<file path="src/rtl/tt_proj_sel_ctrl.sv">
// tt_proj_sel_ctrl
// Shares the chip-level project I/O bus between N_PROJ tile wrappers.
// A select request walks the active slot through gate -> switch ->
// reset-hold -> run, so a project never sees its enable change while its
// clock is running. The active project's 24-bit output word is muxed to
// ow_out.
//
// Control outputs are registered from the current state. They therefore
// follow the state by one cycle: a request accepted at edge T raises
// active at edge T+GATE_CYC+RST_HOLD+2. proj_ena changes on the edge that
// leaves SWITCH, while proj_clk_en still shows the gated value.
//
// Optional build macro: TT_SEL_OW_REG_EN
//   defined   - ow_out is registered (one cycle after active rises, and
//               cleared on the edge where active falls)
//   undefined - ow_out is a combinational mux gated by active
module tt_proj_sel_ctrl #(
  parameter int N_PROJ   = 24,
  parameter int SEL_W    = 5,
  parameter int GATE_CYC = 2,
  parameter int RST_HOLD = 8
) (
  input  logic                 clk,
  input  logic                 rst,
  input  logic                 sel_valid,
  output logic                 sel_ready,
  input  logic [SEL_W-1:0]     sel_addr,
  output logic [N_PROJ-1:0]    proj_ena,
  output logic                 proj_clk_en,
  output logic                 proj_rst_n,
  input  logic [24*N_PROJ-1:0] ow_bus,
  output logic [23:0]          ow_out,
  output logic [SEL_W-1:0]     cur_addr,
  output logic                 active,
  output logic                 err
);

  localparam int CNT_MAX = (GATE_CYC > RST_HOLD) ? GATE_CYC : RST_HOLD;
  localparam int CNT_W   = $clog2(CNT_MAX + 1);
  localparam logic [CNT_W-1:0] GATE_LAST = CNT_W'(GATE_CYC - 1);
  localparam logic [CNT_W-1:0] HOLD_LAST = CNT_W'(RST_HOLD - 1);

  typedef enum logic [2:0] {
    ST_IDLE    = 3'd0,
    ST_QUIESCE = 3'd1,
    ST_SWITCH  = 3'd2,
    ST_HOLD    = 3'd3,
    ST_RUN     = 3'd4
  } state_t;

  state_t             r_state;
  state_t             w_state_nxt;
  logic [CNT_W-1:0]   r_cnt;
  logic [CNT_W-1:0]   w_cnt_nxt;
  logic [SEL_W-1:0]   r_pend_addr;
  logic [N_PROJ-1:0]  r_ena;
  logic [N_PROJ-1:0]  w_ena_nxt;
  logic [SEL_W-1:0]   r_cur_addr;
  logic [SEL_W-1:0]   w_cur_nxt;
  logic               r_clk_en;
  logic               w_clk_en_nxt;
  logic               r_rst_n;
  logic               w_rst_n_nxt;
  logic               r_active;
  logic               w_active_nxt;
  logic               r_err;
  logic               w_err_nxt;
  logic               w_ready;
  logic               w_xfer;
  logic               w_addr_ok;
  logic [23:0]        w_slice;

  assign w_ready   = (r_state == ST_IDLE) || (r_state == ST_RUN);
  assign w_xfer    = sel_valid && w_ready;
  assign w_addr_ok = (32'(sel_addr) < 32'(N_PROJ));

  // State register and dwell counter.
  always_ff @(posedge clk or posedge rst) begin
    if (rst) begin
      r_state <= ST_IDLE;
      r_cnt   <= '0;
    end else begin
      r_state <= w_state_nxt;
      r_cnt   <= w_cnt_nxt;
    end
  end

  // Next-state logic; the counter restarts at zero on every state entry.
  always_comb begin
    w_state_nxt = r_state;
    w_cnt_nxt   = r_cnt + CNT_W'(1);
    w_err_nxt   = 1'b0;
    case (r_state)
      ST_IDLE, ST_RUN: begin
        w_cnt_nxt = '0;
        if (w_xfer && w_addr_ok) begin
          w_state_nxt = ST_QUIESCE;
        end else if (w_xfer) begin
          w_err_nxt   = 1'b1;
          w_state_nxt = ST_IDLE;
        end else begin
          w_state_nxt = r_state;
        end
      end
      ST_QUIESCE: begin
        if (r_cnt == GATE_LAST) begin
          w_state_nxt = ST_SWITCH;
          w_cnt_nxt   = '0;
        end else begin
          w_state_nxt = ST_QUIESCE;
        end
      end
      ST_SWITCH: begin
        w_state_nxt = ST_HOLD;
        w_cnt_nxt   = '0;
      end
      ST_HOLD: begin
        if (r_cnt == HOLD_LAST) begin
          w_state_nxt = ST_RUN;
          w_cnt_nxt   = '0;
        end else begin
          w_state_nxt = ST_HOLD;
        end
      end
      default: begin
        w_state_nxt = ST_IDLE;
        w_cnt_nxt   = '0;
      end
    endcase
  end

  // Output targets decoded from the current state.
  always_comb begin
    w_ena_nxt    = r_ena;
    w_cur_nxt    = r_cur_addr;
    w_clk_en_nxt = 1'b0;
    w_rst_n_nxt  = 1'b0;
    w_active_nxt = 1'b0;
    case (r_state)
      ST_IDLE: begin
        w_ena_nxt = '0;
      end
      ST_QUIESCE: begin
        w_ena_nxt = r_ena;
      end
      ST_SWITCH: begin
        w_ena_nxt = N_PROJ'(1) << r_pend_addr;
        w_cur_nxt = r_pend_addr;
      end
      ST_HOLD: begin
        w_clk_en_nxt = 1'b1;
      end
      ST_RUN: begin
        w_clk_en_nxt = 1'b1;
        w_rst_n_nxt  = 1'b1;
        w_active_nxt = 1'b1;
      end
      default: begin
        w_ena_nxt = '0;
      end
    endcase
  end

  // Registered project controls and error pulse.
  always_ff @(posedge clk or posedge rst) begin
    if (rst) begin
      r_ena      <= '0;
      r_cur_addr <= '0;
      r_clk_en   <= 1'b0;
      r_rst_n    <= 1'b0;
      r_active   <= 1'b0;
      r_err      <= 1'b0;
    end else begin
      r_ena      <= w_ena_nxt;
      r_cur_addr <= w_cur_nxt;
      r_clk_en   <= w_clk_en_nxt;
      r_rst_n    <= w_rst_n_nxt;
      r_active   <= w_active_nxt;
      r_err      <= w_err_nxt;
    end
  end

  // Pending address captured on every accepted request.
  always_ff @(posedge clk or posedge rst) begin
    if (rst) begin
      r_pend_addr <= '0;
    end else if (w_xfer) begin
      r_pend_addr <= sel_addr;
    end else begin
      r_pend_addr <= r_pend_addr;
    end
  end

  // Slot mux: pick the 24-bit word of the current project.
  always_comb begin
    w_slice = 24'h0;
    for (int i = 0; i < N_PROJ; i++) begin
      w_slice = (r_cur_addr == SEL_W'(i)) ? ow_bus[24*i +: 24] : w_slice;
    end
  end

`ifdef TT_SEL_OW_REG_EN
  logic [23:0] r_ow;

  // Registered output word, cleared on the same edge active falls.
  always_ff @(posedge clk or posedge rst) begin
    if (rst) begin
      r_ow <= 24'h0;
    end else if (r_active && w_active_nxt) begin
      r_ow <= w_slice;
    end else begin
      r_ow <= 24'h0;
    end
  end

  assign ow_out = r_ow;
`else
  assign ow_out = r_active ? w_slice : 24'h0;
`endif

  assign sel_ready   = w_ready;
  assign proj_ena    = r_ena;
  assign proj_clk_en = r_clk_en;
  assign proj_rst_n  = r_rst_n;
  assign cur_addr    = r_cur_addr;
  assign active      = r_active;
  assign err         = r_err;

endmodule
</file>
<file path="config.mk">
export PLATFORM = sky130hd
export DESIGN_NAME = tt_proj_sel_ctrl
export DESIGN_NICKNAME = d
export VERILOG_FILES = /design/src/rtl/tt_proj_sel_ctrl.sv
export SDC_FILE = /design/constraint.sdc
export NUM_CORES = 1
export LEC_CHECK = 0
export BUFFER_PORTS_ARGS = -buffer_cell sky130_fd_sc_hd__buf_4
export CORE_AREA = 4 4 247 249
export CTS_CLUSTER_DIAMETER = 80
export DETAILED_ROUTE_END_ITERATION = 8
export DIE_AREA = 0 0 251 253
export GPL_ROUTABILITY_DRIVEN = 0
export REMOVE_ABC_BUFFERS = 1
export SLEW_MARGIN = 20
export SYNTH_ARGS = -nofsm -noshare
export SYNTH_HDL_FRONTEND = slang
export SYNTH_SLANG_ARGS = --single-unit
</file>
<file path="constraint.sdc">
create_clock -name clk -period 3 [get_ports clk]
set_clock_uncertainty 0.1 [all_clocks]
set_input_delay 0.15 -clock clk [delete_from_list [all_inputs] [get_ports clk]]
set_output_delay 0.15 -clock clk [all_outputs]
set_load 0.05 [all_outputs]
</file>
==> results.tsv <==
stage	metric	value	unit
yosys	ys_async_sr_fraction	100.0	%
yosys	yosys.area.top_type	sky130_fd_sc_hd__dfrtp_1	
sta	part_of_the_cycle_the_worst_path_needs	105.7	%
clock_network	ctsRootBufferMaster	sky130_fd_sc_hd__clkbuf_16	
detailed_routing	detailedRoute.firstPassIterationCount	7	
sta	final_hold_viol_count	0	
setup_path	critical_path.reg2reg.endpoint	proj_ena[2]	
setup_path	critPathSlowestCell	sky130_fd_sc_hd__dfrtp_4	
hold_path	hold_path_end	r_pend_addr[4]	
setup_path	worstRegToRegCells	4	
floorplanning	die_h	253	um
clock_network	numCtsBuffers	5	
yosys	synth-seq-cells	44	
sta	final.setup.worst_slack	-170.6	ps
floorplanning	core_region_area	58690	sq um
detailed_routing	drt-initial-drc-count	1474	
power_and_ir_drop	ir_worst_vdd	0.4427	mV
power_and_ir_drop	power_per_cell_area	772.3	nW/um^2
detailed_routing	antenna_violating_nets_remaining	0	
placed_design	total_half_perimeter_wirelength_after_legalization_and_detailed_placement	78390	um
placed_design	port_buffers	641	
detailed_routing	routedWlPerCell	34.52	um
hold_path	timing.hold.worst.class	primary input to flop	
sta	worst_pin_slew	878.3	ps
floorplanning	die_w	251	um
yosys	synth_commonest_cells	sky130_fd_sc_hd__nand2_1, sky130_fd_sc_hd__a21oi_1, sky130_fd_sc_hd__o21ai_0	
setup_path	worstSetupEndpointType	output port	
yosys	avgSynthCellArea	7.166	sq um
setup_path	path_max_fanout	6	
setup_path	worstSetupPathType	flop to output port	
placed_design	post_dp_cell_area	14500	sq um
detailed_routing	wl	92660	um
floorplanning	placementRows	89	
clock_network	cts.path.max_buffers	2	
sta	finalSetupViolations	14	
run_status	failed_checks	negative setup slack	
grt	grt_antenna_before_repair	14	
clock_network	clock-sinks	44	
setup_path	cp_cell_sequence	buf_8 -> or3b_4 -> buf_6 -> nor2_8 -> buf_12 -> a22oi_2 -> o2111a_1 -> or3_4 -> a31oi_4 -> buf_6	
sta	max_clock_freq	315.4	MHz
placed_design	placement.setup.worst_slack	-420.7	ps
detailed_routing	viasPerCell	5.139	
setup_path	worstPathRequired	2750	ps
sta	worst_slew_margin_rel	41.09	%
floorplanning	start_util	13.07	%
setup_path	ff2ff_setup_slack	950	ps
power_and_ir_drop	p_leak	7.452	nW
job	drv.max_cap_violation_count	0	
hold_path	worst_hold_path.num_cells	2	
yosys	yosysMostFrequentCell	sky130_fd_sc_hd__nand2_1	
hold_path	hold_crit_start	sel_addr[4]	
yosys	syn_inst	1070	
final_layout	finish.net_count	2491	
final_layout	layout-area-overhead-vs-synth	122.6	%
final_layout	drive_above_1_share	60.44	%
yosys	post_synth_main_area_contributors	sky130_fd_sc_hd__dfrtp_1, sky130_fd_sc_hd__a21oi_1, sky130_fd_sc_hd__a22oi_1	
sta	finalSetupTns	-913.5	ps
detailed_routing	drc	0	
yosys	synth-edff-count	0	
grt	grt_overflow	0	
sta	timing.final.crit_period	3171	ps
grt	grt_start_max_net_pins	30	
grt	first_global_vias	13790	
yosys	top_cell_type_s_share_of_synthesized_area	14.36	%
floorplanning	total_die_area	63500	sq um
yosys	yosysWarningCount	0	
clock_network	cts_tree	done	
clock_network	clk_latency	290	ps
setup_path	critPathArrivalTime	2920	ps
yosys	post_synth_instance_area	7667	sq um
run_status	status	complete, but fails checks	
setup_path	regToRegStartpoint	r_state[1]	
sta	grt_setup_unrepaired	yes	
yosys	synth_cell_type_count	87	
detailed_routing	vias	13794	
sta	timing.final.max_slew_violations	0	
setup_path	stage_delay_of_the_slowest_cell_on_the_critical_path	520	ps
floorplanning	top_level_ports	642	
final_layout	post-route-cell-area	17060	sq um
grt	grt_first_pass_wirelength	119300	um
grt	grtUsageTotal	26.92	%
setup_path	crit_start_category	flop	
yosys	part_of_the_yosys_area_used_for_sequential_elements	14.36	%
final_layout	post_layout_nonfiller_instances	2684	
placed_design	placed_cells	2578	
clock_network	cts-htree-levels	2	
setup_path	timing.critical_path.mode_cell	sky130_fd_sc_hd__buf_6	
clock_network	register_clock_pin_slew_on_the_reported_worst_setup_and_hold_paths	70	ps
yosys	synth_ff_type	sky130_fd_sc_hd__dfrtp_1	
-- cell families (layout without fill, tap and decap cells) --
| logic type | count (synthesis) | in the layout | synth area share, % |
|---|---|---|---|
| buffers and inverters | 115 | 951 | 8.502 |
| XOR/XNOR | 1 | 1 | 0.1143 |
| AND/OR/NAND/NOR | 377 | 377 | 26.31 |
| adder cells (fa/ha/maj) | 2 | 2 | 0.3263 |
| multiplexers | 35 | 35 | 4.944 |
| flip-flops | 44 | 44 | 14.36 |
| other | 0 | 5 | 0 |
| AO/OA/AOI/OAI | 496 | 496 | 45.45 |
-- where the power goes --
part	switching (mW)	internal, mW
registers	0.309	0.799
clock network	0.260	0.315
logic	6.65	4.84
total	7.22	5.96
-- worst max path at each step --
stage / start / endpoint / slack (ps) / cells after the start
CTS: cur_addr[0] / ow_out[0] / -170 / 10
global placement: cur_addr[1] / ow_out[10] / -490 / 9
finish: cur_addr[0] / ow_out[0] / -170 / 10
floorplan: cur_addr[0] / ow_out[8] / -3170 / 6
detailed placement: cur_addr[4] / ow_out[10] / -420 / 8
global route: cur_addr[3] / ow_out[6] / -220 / 11
-- cell usage in the layout, fill, tap and decap left out, types with 11 or more instances in the layout --
| cell | synthesis | layout |
|---|---|---|
| sky130_fd_sc_hd__nor2_2 | 11 | 17 |
| sky130_fd_sc_hd__a222oi_1 | 16 | 16 |
| sky130_fd_sc_hd__nor2b_1 | 20 | 17 |
| sky130_fd_sc_hd__nor2_1 | 83 | 70 |
| sky130_fd_sc_hd__o21ai_0 | 93 | 80 |
| sky130_fd_sc_hd__nand2_1 | 102 | 94 |
| sky130_fd_sc_hd__a221oi_1 | 15 | 11 |
| sky130_fd_sc_hd__o22ai_1 | 23 | 17 |
| sky130_fd_sc_hd__mux2_2 | 13 | 13 |
| sky130_fd_sc_hd__a21oi_1 | 99 | 84 |
| sky130_fd_sc_hd__a31oi_1 | 17 | 11 |
| sky130_fd_sc_hd__a22oi_2 | 1 | 20 |
| sky130_fd_sc_hd__a22oi_1 | 65 | 46 |
| sky130_fd_sc_hd__o21ai_1 | 3 | 13 |
| sky130_fd_sc_hd__buf_8 | 1 | 13 |
| sky130_fd_sc_hd__dfrtp_1 | 44 | 39 |
| sky130_fd_sc_hd__buf_4 | 27 | 820 |
| sky130_fd_sc_hd__nor3_1 | 22 | 16 |
| sky130_fd_sc_hd__nand2b_1 | 16 | 11 |
| sky130_fd_sc_hd__buf_12 | 0 | 29 |
| sky130_fd_sc_hd__buf_6 | 6 | 57 |
| sky130_fd_sc_hd__a22o_1 | 17 | 16 |
| sky130_fd_sc_hd__inv_1 | 13 | 11 |
| sky130_fd_sc_hd__mux2i_1 | 21 | 20 |
| sky130_fd_sc_hd__o211ai_1 | 18 | 18 |
| sky130_fd_sc_hd__nand3_1 | 30 | 23 |
-- final cells by class --
cell class	instances	area [sq um]
diodes	5	12.51
clock buffers	5	125.1
clock inverters	3	25.02
fillers	6427	41620
inverters	13	51.30
multi-input cells	911	6992
flip-flops and latches	44	1120
well taps	773	967.2
repair buffers	930	7771
-- per-stage QoR --
| step | hold WS (ps) | total power, mW | utilization [%] |
|---|---|---|---|
| 6_report | 16.19 | 13.18 | 29.08 |
| 3_5_place_dp | 184.4 | 10.28 | 24.71 |
| 2_1_floorplan | 160.1 | 5.061 | - |
| 5_1_grt | 12.36 | 13.75 | 29.08 |
| 4_1_cts | 7.100 | 12.19 | 27.32 |
| 3_3_place_gp | 171.6 | 10.24 | 24.71 |
-- routing by layer --
| metal | global-route usage, % | up-vias | part of all wire [%] |
|---|---|---|---|
| met5 | 0 | - | 0.12 |
| met4 | 6.261 | 18 | 3.1 |
| met3 | 8.124 | 150 | 9.9 |
| met2 | 43.66 | 970 | 45 |
| met1 | 35.28 | 6751 | 42 |
| li1 | - | 5905 | - |
-- state kept, by name (all words and copies together), names as in the netlist --
signal and flops:
r_pend_addr 5, err 1, active 1, cur_addr 5
r_state 3, proj_ena 24, r_cnt 4, proj_clk_en 1
-- repair_timing --
action                                  4_1_cts  5_1_grt
setup buffers                                54       35
gates resized for setup                     186      154
endpoints found under the setup margin       24       24
hold buffers                                  6        0
hold endpoints to repair                     26        0
gates cloned                                  1        2
pin swaps                                    59       70
-- worst max-delay path: cells and delay by family (launching register included) --
family / cells / cell delay, ps
AND/OR/NAND/NOR: 3 / 910
buffers and inverters: 4 / 650
flip-flops: 1 / 520
AO/OA/AOI/OAI: 3 / 520
No activity file was read; power rests on OpenSTA's default activity.
